**src/rtl/chanfpga_pkg.sv**
```systemverilog
`default_nettype none
// ============================================================================
//  Module      : chanfpga_pkg
//  Description : Shared channel-FPGA constants, pedestal tracker state
//                encoding and the window-length clamp helper.
//  Revision    : 1.0 - initial release
// ============================================================================
package chanfpga_pkg;

  // Raw ADC sample width used across the channel FPGA
  localparam int c_abits  = 12;
  // Largest log2 averaging window supported by the pedestal tracker
  localparam int c_maxlog = 10;

  // Pedestal tracker states
  typedef logic [1:0] trk_state_t;
  localparam logic [1:0] c_st_idle   = 2'd0;
  localparam logic [1:0] c_st_accum  = 2'd1;
  localparam logic [1:0] c_st_update = 2'd2;
  localparam logic [1:0] c_st_hold   = 2'd3;

  // Limit a requested log2 window to the range [2, maxlog]
  function automatic logic [3:0] clamp_win(input logic [3:0] w, input logic [3:0] maxlog);
    logic [3:0] r;
    r = w;
    if (w < 4'd2)
      r = 4'd2;
    else if (w > maxlog)
      r = maxlog;
    return r;
  endfunction

endpackage
`default_nettype wire

```
**src/rtl/ped_accum.sv**
```systemverilog
`default_nettype none
// ============================================================================
//  Module      : ped_accum
//  Description : Window accumulator and sample counter for the pedestal
//                tracker. done flags the add that completes a 2^n_log window.
//  Revision    : 1.0 - initial release
// ============================================================================
module ped_accum
  import chanfpga_pkg::*;
#(
  parameter int ABITS  = c_abits,
  parameter int MAXLOG = c_maxlog
) (
  input  logic                    adcclk,
  input  logic                    reset,
  input  logic                    clear,
  input  logic                    add,
  input  logic [ABITS-1:0]        din,
  input  logic [3:0]              n_log,
  output logic                    done,
  output logic [ABITS+MAXLOG-1:0] sum
);

  localparam logic [MAXLOG:0] c_one = {{MAXLOG{1'b0}}, 1'b1};

  logic [ABITS+MAXLOG-1:0] r_sum;
  logic [MAXLOG:0]         r_count;
  logic [MAXLOG:0]         w_last;

  // Index of the final sample in the window (2^n_log - 1)
  assign w_last = (c_one << n_log) - c_one;
  assign done   = add && (r_count == w_last);
  assign sum    = r_sum;

  // Running sum and sample count; clear wins over add
  always_ff @(posedge adcclk or posedge reset) begin
    if (reset) begin
      r_sum   <= '0;
      r_count <= '0;
    end else if (clear) begin
      r_sum   <= '0;
      r_count <= '0;
    end else if (add) begin
      r_sum   <= r_sum + {{MAXLOG{1'b0}}, din};
      r_count <= r_count + c_one;
    end
  end

endmodule
`default_nettype wire

```
**src/rtl/ped_track.sv**
```systemverilog
`default_nettype none
// ============================================================================
//  Module      : ped_track
//  Description : Pedestal tracker and subtractor. Averages the baseline over a
//                2^win_log window while no signal activity is flagged and
//                subtracts the applied pedestal from the ADC stream.
//  Revision    : 1.0 - initial release
// ============================================================================
module ped_track
  import chanfpga_pkg::*;
#(
  parameter int ABITS  = c_abits,
  parameter int MAXLOG = c_maxlog
) (
  input  logic                    adcclk,
  input  logic                    reset,
  input  logic [ABITS-1:0]        adc_data,
  input  logic                    invert,
  input  logic                    auto_mode,
  input  logic [ABITS-1:0]        ped_manual,
  input  logic [3:0]              win_log,
  input  logic                    freeze,
  output logic signed [15:0]      data,
  output logic [ABITS-1:0]        pedestal,
  output logic                    ped_valid
);

  localparam logic [ABITS+MAXLOG-1:0] c_one_sum = {{(ABITS+MAXLOG-1){1'b0}}, 1'b1};

  trk_state_t              r_state;
  logic [3:0]              r_win;
  logic                    r_auto_d;
  logic [ABITS-1:0]        r_adc_d;
  logic                    r_inv_d;

  logic [3:0]              w_win_clamped;
  logic                    w_clear;
  logic                    w_add;
  logic                    w_done;
  logic [ABITS+MAXLOG-1:0] w_sum;
  logic [ABITS+MAXLOG-1:0] w_half;
  logic [ABITS-1:0]        w_new_ped;
  logic signed [ABITS:0]   w_sub;
  logic signed [ABITS:0]   w_res;

  assign w_win_clamped = clamp_win(win_log, 4'(MAXLOG));
  assign w_clear       = (r_state == c_st_idle);
  // A frozen cycle never contributes to the sum, so freeze on the last
  // sample suppresses done as well
  assign w_add         = (r_state == c_st_accum) && !freeze;

  ped_accum #(
    .ABITS  (ABITS),
    .MAXLOG (MAXLOG)
  ) u_accum (
    .adcclk (adcclk),
    .reset  (reset),
    .clear  (w_clear),
    .add    (w_add),
    .din    (adc_data),
    .n_log  (r_win),
    .done   (w_done),
    .sum    (w_sum)
  );

  // Round-to-nearest mean; r_win is always >= 2 so the half-LSB shift is valid
  assign w_half    = c_one_sum << (r_win - 4'd1);
  assign w_new_ped = ABITS'((w_sum + w_half) >> r_win);

  // One bit of headroom makes the difference exact for any sample/pedestal pair
  assign w_sub = $signed({1'b0, r_adc_d}) - $signed({1'b0, pedestal});
  assign w_res = r_inv_d ? -w_sub : w_sub;

  // Two-stage subtract pipeline: register the sample, then subtract and sign-extend
  always_ff @(posedge adcclk or posedge reset) begin
    if (reset) begin
      r_adc_d <= '0;
      r_inv_d <= 1'b0;
      data    <= '0;
    end else begin
      r_adc_d <= adc_data;
      r_inv_d <= invert;
      data    <= 16'(w_res);
    end
  end

  // Previous auto_mode; resets to 1 so coming out of reset in auto mode is not
  // mistaken for a manual-to-auto switch
  always_ff @(posedge adcclk or posedge reset) begin
    if (reset)
      r_auto_d <= 1'b1;
    else
      r_auto_d <= auto_mode;
  end

  // Tracker FSM and pedestal register
  always_ff @(posedge adcclk or posedge reset) begin
    if (reset) begin
      r_state   <= c_st_idle;
      r_win     <= 4'd2;
      pedestal  <= '0;
      ped_valid <= 1'b0;
    end else if (!auto_mode) begin
      r_state   <= c_st_idle;
      pedestal  <= ped_manual;
      ped_valid <= 1'b1;
    end else if (!r_auto_d) begin
      // Manual value and valid flag persist until the first tracked update
      r_state <= c_st_idle;
    end else begin
      case (r_state)
        c_st_idle: begin
          r_win   <= w_win_clamped;
          r_state <= c_st_accum;
        end
        c_st_accum: begin
          if (freeze)
            r_state <= c_st_hold;
          else if (w_done)
            r_state <= c_st_update;
        end
        c_st_update: begin
          pedestal  <= w_new_ped;
          ped_valid <= 1'b1;
          r_state   <= c_st_idle;
        end
        c_st_hold: begin
          if (!freeze)
            r_state <= c_st_idle;
        end
        default: r_state <= c_st_idle;
      endcase
    end
  end

endmodule
`default_nettype wire
```
**config.mk**
```make
export PLATFORM = sky130hd
export DESIGN_NAME = ped_track
export DESIGN_NICKNAME = d
export VERILOG_FILES = /design/src/rtl/chanfpga_pkg.sv /design/src/rtl/ped_accum.sv /design/src/rtl/ped_track.sv
export SDC_FILE = /design/constraint.sdc
export NUM_CORES = 1
export LEC_CHECK = 0
export ABC_AREA = 1
export ABC_CLOCK_PERIOD_IN_PS = 2700
export CORE_UTILIZATION = 35
export DETAILED_ROUTE_END_ITERATION = 12
export GPL_TIMING_DRIVEN = 0
export MAX_ROUTING_LAYER = met4
export PLACE_DENSITY = 0.57
export SLEW_MARGIN = 20
export SYNTH_ARGS = -nofsm -noshare
export SYNTH_HDL_FRONTEND = slang
export SYNTH_SLANG_ARGS = --single-unit
export TNS_END_PERCENT = 5
```
**constraint.sdc**
```tcl
create_clock -name adcclk -period 2.7 [get_ports adcclk]
set_input_delay 0.81 -clock adcclk [delete_from_list [all_inputs] [get_ports adcclk]]
set_output_delay 0.81 -clock adcclk [all_outputs]
set_load 0.02 [all_outputs]
```
# Word level (Yosys, flattened, before mapping)
# Index checks and enable logic that the tools add are counted.
classes:
  eq_ne: 8
  n_reduce_logical: 8
  magnitude_cmp: 2
  add_sub_neg: 7
  div_mod_pow: 0
  mux: 19
  bitwise: 0
  n_shift: 3
  multipliers: 0
op_table:
  columns: ["op", "count"]
  rows:
  - ["$mux W22", 2]
  - ["$mux W12", 3]
  - ["$add A22 B12 Y22", 1]
  - ["$add A22 B22 Y22", 1]
  - ["$mux W11", 2]
  - ["$shl A1 B4 Y22 const A", 1]
  - ["$shr A22 B4 Y12", 1]
  - ["$mux W13", 1]
  - ["$neg A13 Y13", 1]
  - ["$sub A12 B12 Y13", 1]
  - ["$add A11 B1 Y11 const B", 1]
  - ["$eq A11 B11 Y1", 1]
  - ["$shl A1 B4 Y11 const A", 1]
  - ["$sub A11 B1 Y11 const B", 1]
  - ["$mux W2", 5]
  - ["$mux W4", 2]
  - ["$pmux W2 S4", 1]
  - ["$ne A5 B4 Y1 const B", 1]
  - ["$eq A2 B2 Y1 const B", 2]
  - ["$gt A4 B4 Y1 const B", 1]
  - ["$lt A4 B2 Y1 const B", 1]
  - ["$ne A2 B1 Y1 const B", 2]
  - ["$ne A4 B4 Y1 const B", 1]
  - ["$reduce_and A2 Y1", 2]
  - ["other kinds (8)", 11]
totals:
  wordCells: 57
  n_memories: 0
  regBits: 79
  inputBits: 33
  ram_bits: 0
  latchBits: 0
  romBits: 0

# Depth between registers and ports, before layout
depth:
  ltp_word: 9
  mapped_depth: 24
  depth_no_buf: 23

# Cells and area by module
# From an unflattened synthesis, not the netlist that was laid out.
unflattened:
  cells_unflattened: 1172
  hier_area_um2: 7370.8
modules_own_cells:
  columns: ["mod", "cells_each", "area_per_inst_um2", "n_inst"]
  rows:
  - ["ped_track", 780, 4742.0, 1]
  - ["ped_accum", 392, 2628.8, 1]

# Least setup slack after synthesis
# Ideal clock, no wire load.
synth_timing:
  path_type: "register -> register"
  start: "register r_win[1]"
  end: "register pedestal[4]"
  t_arrival_ps: 2715
  slack_ps: -131
  t_required_ps: 2584
  setup_time_ps: 116
  n_path_buf: 2
  path_stages_with_launch: 19
  cell_sequence: "dfstp_2 clkbuf_1 buf_2 nand2_1 nor2_1 ha_1 nand2_1 nand2_1 nand2_1 nand3_1 or2_2 nand3_1 nand3_1 nand3_1 nand3_1 nor2_1 nand2_1 nand2_1 nand2_1"
synth_between:
  elab_chain_len: 7
synth_lines:
  columns: ["element", "line_no", "source"]
  rows:
  - ["start, declared", "ped_track.sv:31", "logic [3:0] r_win;"]
  - ["start signal, assigned", "ped_track.sv:113", "r_win <= w_win_clamped;"]
  - ["$sub A4 B1 Y4", "ped_track.sv:67", "assign w_half = c_one_sum << (r_win - 4'd1);"]
  - ["$shl A1 B4 Y22", "ped_track.sv:67", null]
  - ["$add A22 B22 Y22", "ped_track.sv:68", "assign w_new_ped = ABITS'((w_sum + w_half) >> r_win);"]
  - ["$shr A22 B4 Y12 *", "ped_track.sv:68", null]
  - ["$mux W12 *", "ped_track.sv:111", "case (r_state)"]
  - ["$mux W12 *", "ped_track.sv:107", "end else if (!r_auto_d) begin"]
  - ["$mux W12 *", "ped_track.sv:103", "end else if (!auto_mode) begin"]
  - ["end signal, assigned", "ped_track.sv:105", "pedestal <= ped_manual;"]
  - ["end signal, assigned", "ped_track.sv:123", "pedestal <= w_new_ped;"]
  - ["end, declared", "ped_track.sv:24", "output logic [ABITS-1:0] pedestal,"]
# Every way passes the cells marked *; elsewhere a longest branch is shown, timed or not. The select of a mux whose other input is x is not followed.
# A chain may end at the register's enable or synchronous reset.

# Final worst setup path
layout_timing:
  start: "register r_win[1]"
  end: "register pedestal[9]"
# The elaborated chain is that of the path after synthesis.

==> results.sh <==
export IMPL_fp_dieW_um=144
export IMPL_rr_worst_depth=22
export IMPL_ant_nets=0
export IMPL_critPathMostFrequentCell="nand2_2"
export IMPL_crit_type="flop to flop"
export IMPL_setup_viol=12
export IMPL_core_area_mm2=0.0196
export IMPL_portBuffers=61
export IMPL_clk_pin_slew_ps=60
export IMPL_antenna_found_initial=0
export IMPL_maxCapViolCount=0
export IMPL_grt_overflow=0
export IMPL_yosys_area_top_type_share_pct=27.4
export IMPL_grt_pass1_wl_um=37300
export IMPL_drive_above_1_share_pct=23.8
export IMPL_core_rowCount=51
export IMPL_routed_wl_um=23100
export IMPL_initial_core_util_pct=35.9
export IMPL_syn_to_final_growth_pct=35.6
export IMPL_dieHeight_um=144
export IMPL_cts_made_buffers=9
export IMPL_clock_latency_ps=350
export IMPL_min_path_cells=1
export IMPL_clock_sinks=79
export IMPL_drt_first_iter_violations=512
export IMPL_dpl_instance_area_mm2=0.00803
export IMPL_critPathMaxFanout=4
export IMPL_ys_warnings_count=0
export IMPL_pwr_share_clk_pct=27.2
export IMPL_maxSlewHeadroom_pct=52.3
export IMPL_root_buffer="clkbuf_16"
export IMPL_grt_max_degree=32
export IMPL_max_vdd_ir_drop_mv=0.343
export IMPL_cp_slowest_cell="dfstp_2"
export IMPL_power_frac_comb_pct=44.5
export IMPL_critPathTopFamily="simple AND/OR/NAND/NOR gates"
export IMPL_fin_crit_sh_pct=106
export IMPL_synthTopCellsByCount="318 x nand2_1, 148 x inv_1, 145 x nand3_1"
export IMPL_nNetsFinal=1261
export IMPL_p_total_mw=4.98
export IMPL_seq_power_share_pct=28.3
export IMPL_syn_cell_area_mm2=0.00704
export IMPL_power_switching_mw=1.94
export IMPL_worstPathRequired_ps=2940
export IMPL_cts_tree="done"
export IMPL_first_pass_iters=5
export IMPL_seq_area_frac_synth_pct=28.1
export IMPL_synth_most_common_cell="nand2_1"
export IMPL_crit_chain="inv_4, nor2_4, inv_2, nor2_4, inv_2, fa_2, inv_2, nand3_2, nand2_2, nand2_2, nand2_4, nand2_2, nand2_2, nand2_2, nand3_2, nand3_2, nand2_1, nand2_1, nand3_1, nand3_1, nand2_1, nand2_1"
export IMPL_dp_hpwl_um=17800
export IMPL_avgSynthCellArea_um2=6.60
export IMPL_crit_path_start_kind="flop"
export IMPL_grt_pass1_vias=7134
export IMPL_cp_data_arrival_time_ps=3100
export IMPL_fin_area_mm2=0.00955
export IMPL_ys_dominant_reg_cell="dfrtp_1"
export IMPL_rsz0062_at_grt="true"
export IMPL_syn_num_nets=1146
export IMPL_seq_area_mm2=0.00198
export IMPL_multi_input_comb_area_mm2=0.00519
export IMPL_place_congestion=0.939
export IMPL_internal_power_mw=3.04
export IMPL_status="finished, violations left"
export IMPL_fill_cells=1987
export IMPL_hp_class="flop to flop"
export IMPL_grtUsageTotal_pct=24.4
export IMPL_fin_tns_setup_ps=-1570
export IMPL_synthTopCellsByArea="dfrtp_1 27%, nand2_1 17%, nand3_1 10%, inv_1 7.9%, ha_1 7.6%"
export IMPL_drc=0
export IMPL_finalMaxSlewViolations=0
export IMPL_vias=7426
export IMPL_boundaryPins=62
export IMPL_path_buf_inv=4
export IMPL_ys_seq_elements=79
export IMPL_hold_viol_final=0
export IMPL_tightest_slew_ps=713
export IMPL_crit_cells=22
export IMPL_violations="negative setup slack"
export IMPL_leakage_nw=4.61
export IMPL_critPathMaxStageDelay_ps=630
export IMPL_die_area_mm2=0.0207
export IMPL_synthCells=1067
export IMPL_power_density_mw_per_mm2=521
export IMPL_htreeDepth=3
export IMPL_routedWlPerCell_um=15.9
export IMPL_max_freq_mhz=351
export IMPL_diodes=0
export IMPL_synth_distinct_cells=54
export IMPL_fin_skew_ps=9.67
export IMPL_async_flop_share_pct=100
export IMPL_finalCriticalPeriod_ps=2850
export IMPL_crit_path_end_kind="flop"
export IMPL_synth_edff_count=0
export IMPL_routed_via_density=5.11
export IMPL_layout_setup_ws_ps=-153
export IMPL_cts_path_max_buffers=2
export IMPL_p_sw_share_pct=38.9
export IMPL_synth_largest_area_cell="dfrtp_1"
## worst reg2reg max path: stages (launching register included)
cell and delay, ps:
dfstp_2 630, inv_4 80, nor2_4 140, inv_2 80, nor2_4 150, inv_2 60
fa_2 380, inv_2 90, nand3_2 70, nand2_2 80, nand2_2 70, nand2_4 80
nand2_2 70, nand2_2 70, nand2_2 60, nand3_2 80, nand3_2 110, nand2_1 90
nand2_1 80, nand3_1 90, nand3_1 100, nand2_1 70, nand2_1 40
## placed cells by master (no fill, tap or decap), types with 34 or more instances in the layout
cell / netlist / layout
nand2_1: 318 / 273
inv_1: 148 / 140
nand3_1: 145 / 94
dfrtp_1: 77 / 77
clkdlybuf4s50_1: 0 / 58
nor2_1: 76 / 55
nand3_2: 2 / 51
nand2_2: 8 / 47
buf_4: 3 / 42
a21oi_1: 45 / 34
## timing repair
item,4_1_cts,5_1_grt
hold buffers,0,0
cloned,0,0
setup buffers,38,3
resized for setup,171,48
endpoints found under the setup margin,23,24
pin swaps,53,29
## sequential cells by signal (all words and copies together), names as in the netlist, 2 cells and up
register	flops
r_adc_d	12
u_accum.r_count	11
r_win	4
pedestal	12
u_accum.sum	22
r_state	2
data	13
## area by class of cell
class,count,share of cell area (%)
inverters,156,6.43
plain buffers,23,1.65
repair buffers,104,10.1
clock buffers,10,2.40
well taps,265,3.47
clock inverters,6,0.956
flip-flops and latches,79,20.7
multi-input cells,809,54.3
## cells by family (layout without fill, tap and decap cells)
kind of cell / Yosys count / in the layout / share of synthesized area [%]
DFF: 79 / 79 / 28.1
xor gates and xnor gates: 40 / 40 / 5.19
adders and majority gates: 46 / 46 / 8.49
and+or+nand+nor: 604 / 604 / 37.7
muxes: 1 / 1 / 0.142
AOI/OAI and AO/OA: 118 / 118 / 10.1
buffers and inverters: 179 / 299 / 10.3
## final timing paths
path | to | slack [ps] | from
setup / recovery | pedestal[9] | -150 | r_win[1]
hold / removal | ped_valid | 480 | ped_valid
setup reg to reg | pedestal[9] | -150 | r_win[1]
hold reg to reg | ped_valid | 480 | ped_valid
max in group asynchronous | r_auto_d | 1230 | reset
min in group asynchronous | r_adc_d[10] | 860 | reset
## power groups by stage
stage / Sequential, mW / Combinational [mW] / Clock (mW)
after floorplan: 1.54 / 1.10 / 0
after global placement: 1.42 / 1.82 / 0
after detailed placement: 1.42 / 1.83 / 0
after CTS: 1.41 / 2.11 / 1.37
after global routing: 1.42 / 2.40 / 1.43
final: 1.41 / 2.22 / 1.36
## routing by layer
layer	routed length, um	GRT usage [%]	vias up
met5	0	-	-
met2	10800	39.3	223
met1	10300	30.9	3472
li1	-	-	3681
met3	1220	3.07	50
met4	726	9.35	0
## through the flow
step	utilization (%)	instances	hold slack (ps)	setup slack [ps]
2_1_floorplan	-	1067	461	-18.1
3_3_place_gp	40.8	1393	456	-807
3_5_place_dp	41.0	1395	465	-797
4_1_cts	47.7	1449	478	-85.9
5_1_grt	48.8	1452	492	-328
6_report	48.8	1452	478	-153
Note: power is estimated with default switching activity, not from simulation.
